`src/rtl/scalar_wb_arbiter.sv`:
```
// scalar_wb_arbiter
// Arbitrates two writeback requesters (ALU result, memory load) onto the single
// write port of the scalar register file, and keeps a per-register scoreboard
// so that decode can detect RAW hazards and issue can stall on WAW.
//
// Ports
//   clk, rst_n                    clock, asynchronous active-low reset
//   alu_valid/alu_wa/alu_wd       ALU writeback request; alu_ready = granted
//   mem_valid/mem_wa/mem_wd       load writeback request; mem_ready = granted
//   iss_valid/iss_rd, iss_ready   reserve a destination register at issue
//   chk_ra1/chk_ra2, hazard       source registers of decode, pending-write flag
//   we3/wa3/wd3                   registered register-file write port
//   busy                          scoreboard, one bit per register
//   err_unexp                     sticky: a write landed on a non-busy register
//
// Last-grant pointer
//   state    | meaning
//   LAST_ALU | ALU won the most recent grant, MEM wins the next tie
//   LAST_MEM | MEM won the most recent grant (reset), ALU wins the next tie

module scalar_wb_arbiter #(
    parameter int DATA_WIDTH   = 19,
    parameter int REGNUM       = 16,
    parameter int ADDRESSWIDTH = 4
) (
    input  logic                    clk,
    input  logic                    rst_n,
    input  logic                    alu_valid,
    input  logic [ADDRESSWIDTH-1:0] alu_wa,
    input  logic [DATA_WIDTH-1:0]   alu_wd,
    output logic                    alu_ready,
    input  logic                    mem_valid,
    input  logic [ADDRESSWIDTH-1:0] mem_wa,
    input  logic [DATA_WIDTH-1:0]   mem_wd,
    output logic                    mem_ready,
    input  logic                    iss_valid,
    input  logic [ADDRESSWIDTH-1:0] iss_rd,
    output logic                    iss_ready,
    input  logic [ADDRESSWIDTH-1:0] chk_ra1,
    input  logic [ADDRESSWIDTH-1:0] chk_ra2,
    output logic                    hazard,
    output logic                    we3,
    output logic [ADDRESSWIDTH-1:0] wa3,
    output logic [DATA_WIDTH-1:0]   wd3,
    output logic [REGNUM-1:0]       busy,
    output logic                    err_unexp
);

    typedef enum logic {
        LAST_ALU = 1'b0,
        LAST_MEM = 1'b1
    } last_t;

    last_t                   r_last;
    last_t                   w_last_nxt;
    logic                    w_alu_gnt;
    logic                    w_mem_gnt;
    logic                    w_iss_acc;
    logic                    r_we3;
    logic [ADDRESSWIDTH-1:0] r_wa3;
    logic [DATA_WIDTH-1:0]   r_wd3;
    logic [REGNUM-1:0]       r_busy;
    logic [REGNUM-1:0]       w_busy_nxt;
    logic                    r_err;

    // Grants are gated by rst_n so nothing is offered while reset is held.
    always_comb begin
        w_alu_gnt  = 1'b0;
        w_mem_gnt  = 1'b0;
        w_last_nxt = r_last;
        if (rst_n) begin
            if (alu_valid && mem_valid) begin
                if (r_last == LAST_MEM) w_alu_gnt = 1'b1;
                else                    w_mem_gnt = 1'b1;
            end else if (alu_valid) begin
                w_alu_gnt = 1'b1;
            end else if (mem_valid) begin
                w_mem_gnt = 1'b1;
            end
        end
        if (w_alu_gnt)      w_last_nxt = LAST_ALU;
        else if (w_mem_gnt) w_last_nxt = LAST_MEM;
    end

    always_ff @(posedge clk or negedge rst_n) begin
        if (!rst_n) r_last <= LAST_MEM;
        else        r_last <= w_last_nxt;
    end

    // Write port: one cycle behind the grant, address/data hold when idle.
    always_ff @(posedge clk or negedge rst_n) begin
        if (!rst_n) begin
            r_we3 <= 1'b0;
            r_wa3 <= '0;
            r_wd3 <= '0;
        end else begin
            r_we3 <= w_alu_gnt | w_mem_gnt;
            if (w_alu_gnt) begin
                r_wa3 <= alu_wa;
                r_wd3 <= alu_wd;
            end else if (w_mem_gnt) begin
                r_wa3 <= mem_wa;
                r_wd3 <= mem_wd;
            end
        end
    end

    assign w_iss_acc = iss_valid && !r_busy[iss_rd];

    // Clear first, then set, so a same-register set/clear leaves the bit set.
    always_comb begin
        w_busy_nxt = r_busy;
        if (r_we3)     w_busy_nxt[r_wa3]  = 1'b0;
        if (w_iss_acc) w_busy_nxt[iss_rd] = 1'b1;
    end

    always_ff @(posedge clk or negedge rst_n) begin
        if (!rst_n) begin
            r_busy <= '0;
            r_err  <= 1'b0;
        end else begin
            r_busy <= w_busy_nxt;
            if (r_we3 && !r_busy[r_wa3]) r_err <= 1'b1;
        end
    end

    assign alu_ready = w_alu_gnt;
    assign mem_ready = w_mem_gnt;
    assign iss_ready = !r_busy[iss_rd];
    assign hazard    = r_busy[chk_ra1] | r_busy[chk_ra2];
    assign we3       = r_we3;
    assign wa3       = r_wa3;
    assign wd3       = r_wd3;
    assign busy      = r_busy;
    assign err_unexp = r_err;

endmodule

```
`config.mk`:
```
export PLATFORM = sky130hd
export DESIGN_NAME = scalar_wb_arbiter
export DESIGN_NICKNAME = d
export VERILOG_FILES = /design/src/rtl/scalar_wb_arbiter.sv
export SDC_FILE = /design/constraint.sdc
export NUM_CORES = 1
export LEC_CHECK = 0
export ABC_AREA = 1
export CAP_MARGIN = 20
export CORE_UTILIZATION = 30
export DETAILED_ROUTE_END_ITERATION = 12
export DONT_BUFFER_PORTS = 1
export PLACE_DENSITY = 0.56
export SYNTH_ARGS = -nofsm -noshare
export SYNTH_HDL_FRONTEND = slang
export SYNTH_SLANG_ARGS = --single-unit
```
`constraint.sdc`:
```
create_clock -name clk -period 1.6 [get_ports clk]
set_input_delay 0.32 -clock clk [delete_from_list [all_inputs] [get_ports clk]]
set_output_delay 0.32 -clock clk [all_outputs]
set_load 0.05 [all_outputs]
```
# Yosys cells after proc, flatten, opt, wreduce, memory -nomap -nowiden
# Cells that the tools add are included.
word_totals:
  regBits: 42
  word_cells: 54
  in_bits: 63
op_classes:
  mux: 29
  n_reduce_logical: 8
  order_cmp: 6
  n_bitwise: 5
ops:
  columns: ["cell", "count"]
  rows:
  - ["19-bit 2-to-1 mux", 2]
  - ["16-bit 2-to-1 mux", 2]
  - ["4-bit by 5-bit less-than comparator with 1-bit output (second input constant)", 4]
  - ["1-bit 2-to-1 mux", 17]
  - ["16-bit AND", 1]
  - ["1-bit binary-select mux with 4-bit select", 4]
  - ["16-bit NOT", 1]
  - ["16-bit bitwise OR", 1]
  - ["1-bit demux with 4-bit select", 2]
  - ["4-bit by 1-bit greater-or-equal comparator with 1-bit output (second input constant)", 2]
  - ["4-bit 2-to-1 mux", 2]
  - ["1-bit logical AND", 5]
  - ["1-bit zero test", 2]
  - ["1-bit bitwise OR", 2]
  - ["2-bit nonzero test", 1]

# Longest topological paths before layout
logic_depth:
  depth_word: 9
  ltp_mapped: 11
  depth_no_buf: 10

# Least setup slack after synthesis
# Ideal clock, no wire load.
synth_timing:
  kind: "register -> output"
  startpoint: "reg r_busy[8], in the netlist busy[8]"
  endpoint: "out hazard"
  path_stages_with_launch: 9
  slack_ps: -209
  n_path_buf: 0
  t_arrival_ps: 1489
  path_cell_list: "dfrtp_1 > inv_1 > o21ai_0 > nand3_1 > nand2_1 > nand2_1 > nand2_1 > inv_1 > nand2_1"
synth_via:
  elab_chain_len: 3
  elab_cells_between_ends: 5
  classes_between: "4 x mux; 1 x bitwise"
synth_rtl:
  columns: ["element", "line", "source"]
  rows:
  - ["from (decl)", "62", "logic [REGNUM-1:0] r_busy;"]
  - ["from (signal assigned)", "122", "r_busy <= w_busy_nxt;"]
  - ["1-bit binary-select mux with 4-bit select", "130", "assign hazard = r_busy[chk_ra1] | r_busy[chk_ra2];"]
  - ["1-bit 2-to-1 mux (implied by the code)", "130", null]
  - ["1-bit bitwise OR *", "130", null]
  - ["to (decl)", "41", "output logic hazard,"]
# Every way passes the cells marked *; elsewhere a longest branch is shown, timed or not. The select of a mux whose other input is x is not followed.

# Final worst setup path
layout_timing:
  startpoint: "reg r_busy[7], in the netlist busy[7]"
  endpoint: "out iss_ready"
layout_via:
  elab_chain_len: 3
layout_rtl:
  columns: ["element", "line", "source"]
  rows:
  - ["1-bit binary-select mux with 4-bit select", "129", "assign iss_ready = !r_busy[iss_rd];"]
  - ["1-bit 2-to-1 mux (implied by the code)", "129", null]
  - ["1-bit zero test", "129", null]
  - ["to (decl)", "38", "output logic iss_ready,"]
# No other way between the ends. The select of a mux whose other input is x is not followed.

==> impl_metrics.toml <==
[outcome]
outcome = "complete, but fails checks"
violations = "negative setup slack"

[floorplan]
io_pins = 108
die_area_mm2 = 0.00908
die_h_um = 95.3
die_x_um = 95.3
start_util_pct = 31.4
row_count = 33
coreArea_mm2 = 0.00830

[worst_setup_path]
critPathTopFamily = "flip-flops"
worstPathCellList = "nand2_2 -> nand2_2 -> nand2_1 -> nand2_1 -> nand2_1 -> nand2_2 -> nor2_4 -> buf_12"
r2r-start = "busy[7]$_DFF_PN0_"
critPathBufInv = 1
critPathRequiredTime_ns = 1.28
end_kind = "primary output"
worstSetupStartpointType = "flip-flop"
regToRegEndpoint = "busy[11]$_DFF_PN0_"
crit_path_top_delay_cell = "dfrtp_2"
criticalPathCategory = "flip-flop to primary output"
cpPeakStageDelay_ns = 0.50
arrival_ns = 1.45
cp_max_fo = 6
r2r_slack_ns = -0.05
rr_worst_depth = 12

[pwr]
power.leakage_nw = 1.60
ir_drop_mv = 0.787
p_per_area_mw_per_mm2 = 1770

[placement]
pre_cts_slack_ns = 0.0389
io_buffers = 0
dp_hpwl_mm = 5.69
dp_cells = 516
gp_congestion = 0.823

[worst_hold_path]
min_path_type = "input pin to flip-flop"
hold_path_depth = 2
hp-start = "iss_valid"
whs_endpoint = "busy[4]$_DFF_PN0_"

[cells_and_area]
mostFrequentLayoutCell = "nand2_1"
final_cells = 544
drive_gt1_share_pct = 21.9
fillers = 844
layout_common_cells = "157 x nand2_1, 46 x nor2_1, 41 x nand3_1, 34 x buf_4, 24 x dfrtp_1"
nets = 501
synthToLayoutAreaGrowth_pct = 30.3
n_antenna_cell = 0

[route]
drt_first_pass_iters = 4
drc_errors = 0
viasPerCell = 5.08
num_vias = 2764
first_iter_violations = 185
routed_wl_mm = 8.19
post_drt_wl_per_cell_um = 15.1
ant_nets = 0

[grt]
grt_max_degree = 43
grt_use_total_pct = 17.6
grt_pass1_vias = 2598
antenna_found_initial = 0
grt_use_met3_pct = 3.91
grt.busiest_layer = "met2"
gr-total-overflow = 0
use_met1_pct = 22.7
grt_pass1_wl_mm = 12.4
met2_usage_pct = 28.9

[sta]
rsz0062_at_grt = "true"
fin_skew_ns = 0.0119
relSlewSlack_pct = 66.7
post-route-period-util_pct = 111
slew_viol_final = 0
fin_ws_ns = -0.172
setup_viol = 15
finalHoldViolCount = 0
fmax_mhz = 564
finalCriticalPeriod_ns = 1.77
max_slew.worst_pin.slew_ns = 0.499

[clocking]
clk_latency_ns = 0.30
path_clk_slew_ns = 0.09
htreeDepth = 2
clk_path_buf_depth = 2
cts_tree = "done"
cts_made_buffers = 5
cts-root-buf = "clkbuf_8"
clock-sinks = 42

[synthesis]
yosysWarnings = 0
ys_types = 21
syn_area_mm2 = 0.00261
synth_nets = 462
synth-seq-cells = 42
synthCells = 399
yosysSeqAreaShare_pct = 40.3
synth.avg_cell_area_um2 = 6.54

[flow_run]
drv_cap = 0
-- through the flow --
step                instance area, um2  utilization (%)  setup TNS [ns]  hold WS [ns]  total power [mW]
floorplan                         2630                -               0        0.0244              3.66
global placement                  2930             35.4               0        0.0255              4.44
detailed placement                2930             35.4               0        0.0258              4.47
CTS                               3320             40.0          -0.307         0.127              5.96
global route                      3400             41.0           -2.19         0.125              6.36
finish                            3400             41.0          -0.760         0.136              6.00
-- final cells by class --
cell class	instances	area, um2	area share (%)
well taps	105	131	3.86
clock buffers	5	68.8	2.02
repair buffers	47	512	15.0
repair inverters	2	15.0	0.442
flip-flops and latches	42	1070	31.6
clock inverters	3	68.8	2.02
multi-input cells	314	1430	42.1
inverters	26	101	2.98
-- flip-flops by register name, summed over array words and instances, names as in the netlist --
signal	flops
busy	16
err_unexp	1
we3	1
wa3	4
wd3	19
r_last	1
-- cells in the mapped netlist (all sizes together) --
cell type / instances / area [um2]
o21ai: 20 / 100
a31oi: 23 / 144
nand2: 165 / 622
nand3: 47 / 245
dfstp: 1 / 26.3
inv: 26 / 97.6
a21oi: 7 / 38.8
nand4: 4 / 25.0
nor2: 47 / 184
o21bai: 1 / 7.51
buf: 12 / 75.1
dfrtp: 41 / 1030
clkbuf: 5 / 18.8
-- routing by layer --
| metal | vias up | part of all wire [%] |
|---|---|---|
| li1 | 1369 | - |
| met1 | 1249 | 42 |
| met2 | 133 | 47 |
| met3 | 13 | 8.8 |
| met4 | 0 | 2.3 |
| met5 | - | 0 |
-- worst max-delay path by stage --
stage	from	end	slack, ns	cells after the start
after floorplan	busy[3]$_DFF_PN0_	iss_ready	0.03	8
after global placement	r_last$_DFFE_PN1P_	wd3[12]$_DFFE_PN0P_	0.1	5
after detailed placement	r_last$_DFFE_PN1P_	wd3[16]$_DFFE_PN0P_	0.04	5
after CTS	busy[12]$_DFF_PN0_	hazard	-0.16	9
after global routing	busy[7]$_DFF_PN0_	iss_ready	-0.26	8
final	busy[7]$_DFF_PN0_	iss_ready	-0.17	8
-- power breakdown --
part	total, mW	internal (mW)	switching (mW)
combinational	2.80	1.10	1.71
sequential	2.19	1.40	0.788
clock	1.01	0.626	0.388
total	6.00	3.12	2.88
-- repair_timing --
action                                  in CTS  in global routing
hold buffers                                 2                  0
cloned                                       2                  2
pin swaps                                   11                 10
endpoints found under the setup margin       3                 23
setup buffers                               11                  4
hold endpoints to repair                    42                  0
gates resized for setup                      9                 14
-- kinds of logic (layout without fill, tap and decap cells) --
group           after synthesis  after routing  share of synthesized area (%)
simple gates                263            263                           41.2
compound gates               51             51                           11.1
buf+inv                      43             83                           7.33
flops                        42             42                           40.3
(Power assumes the default switching activity.)
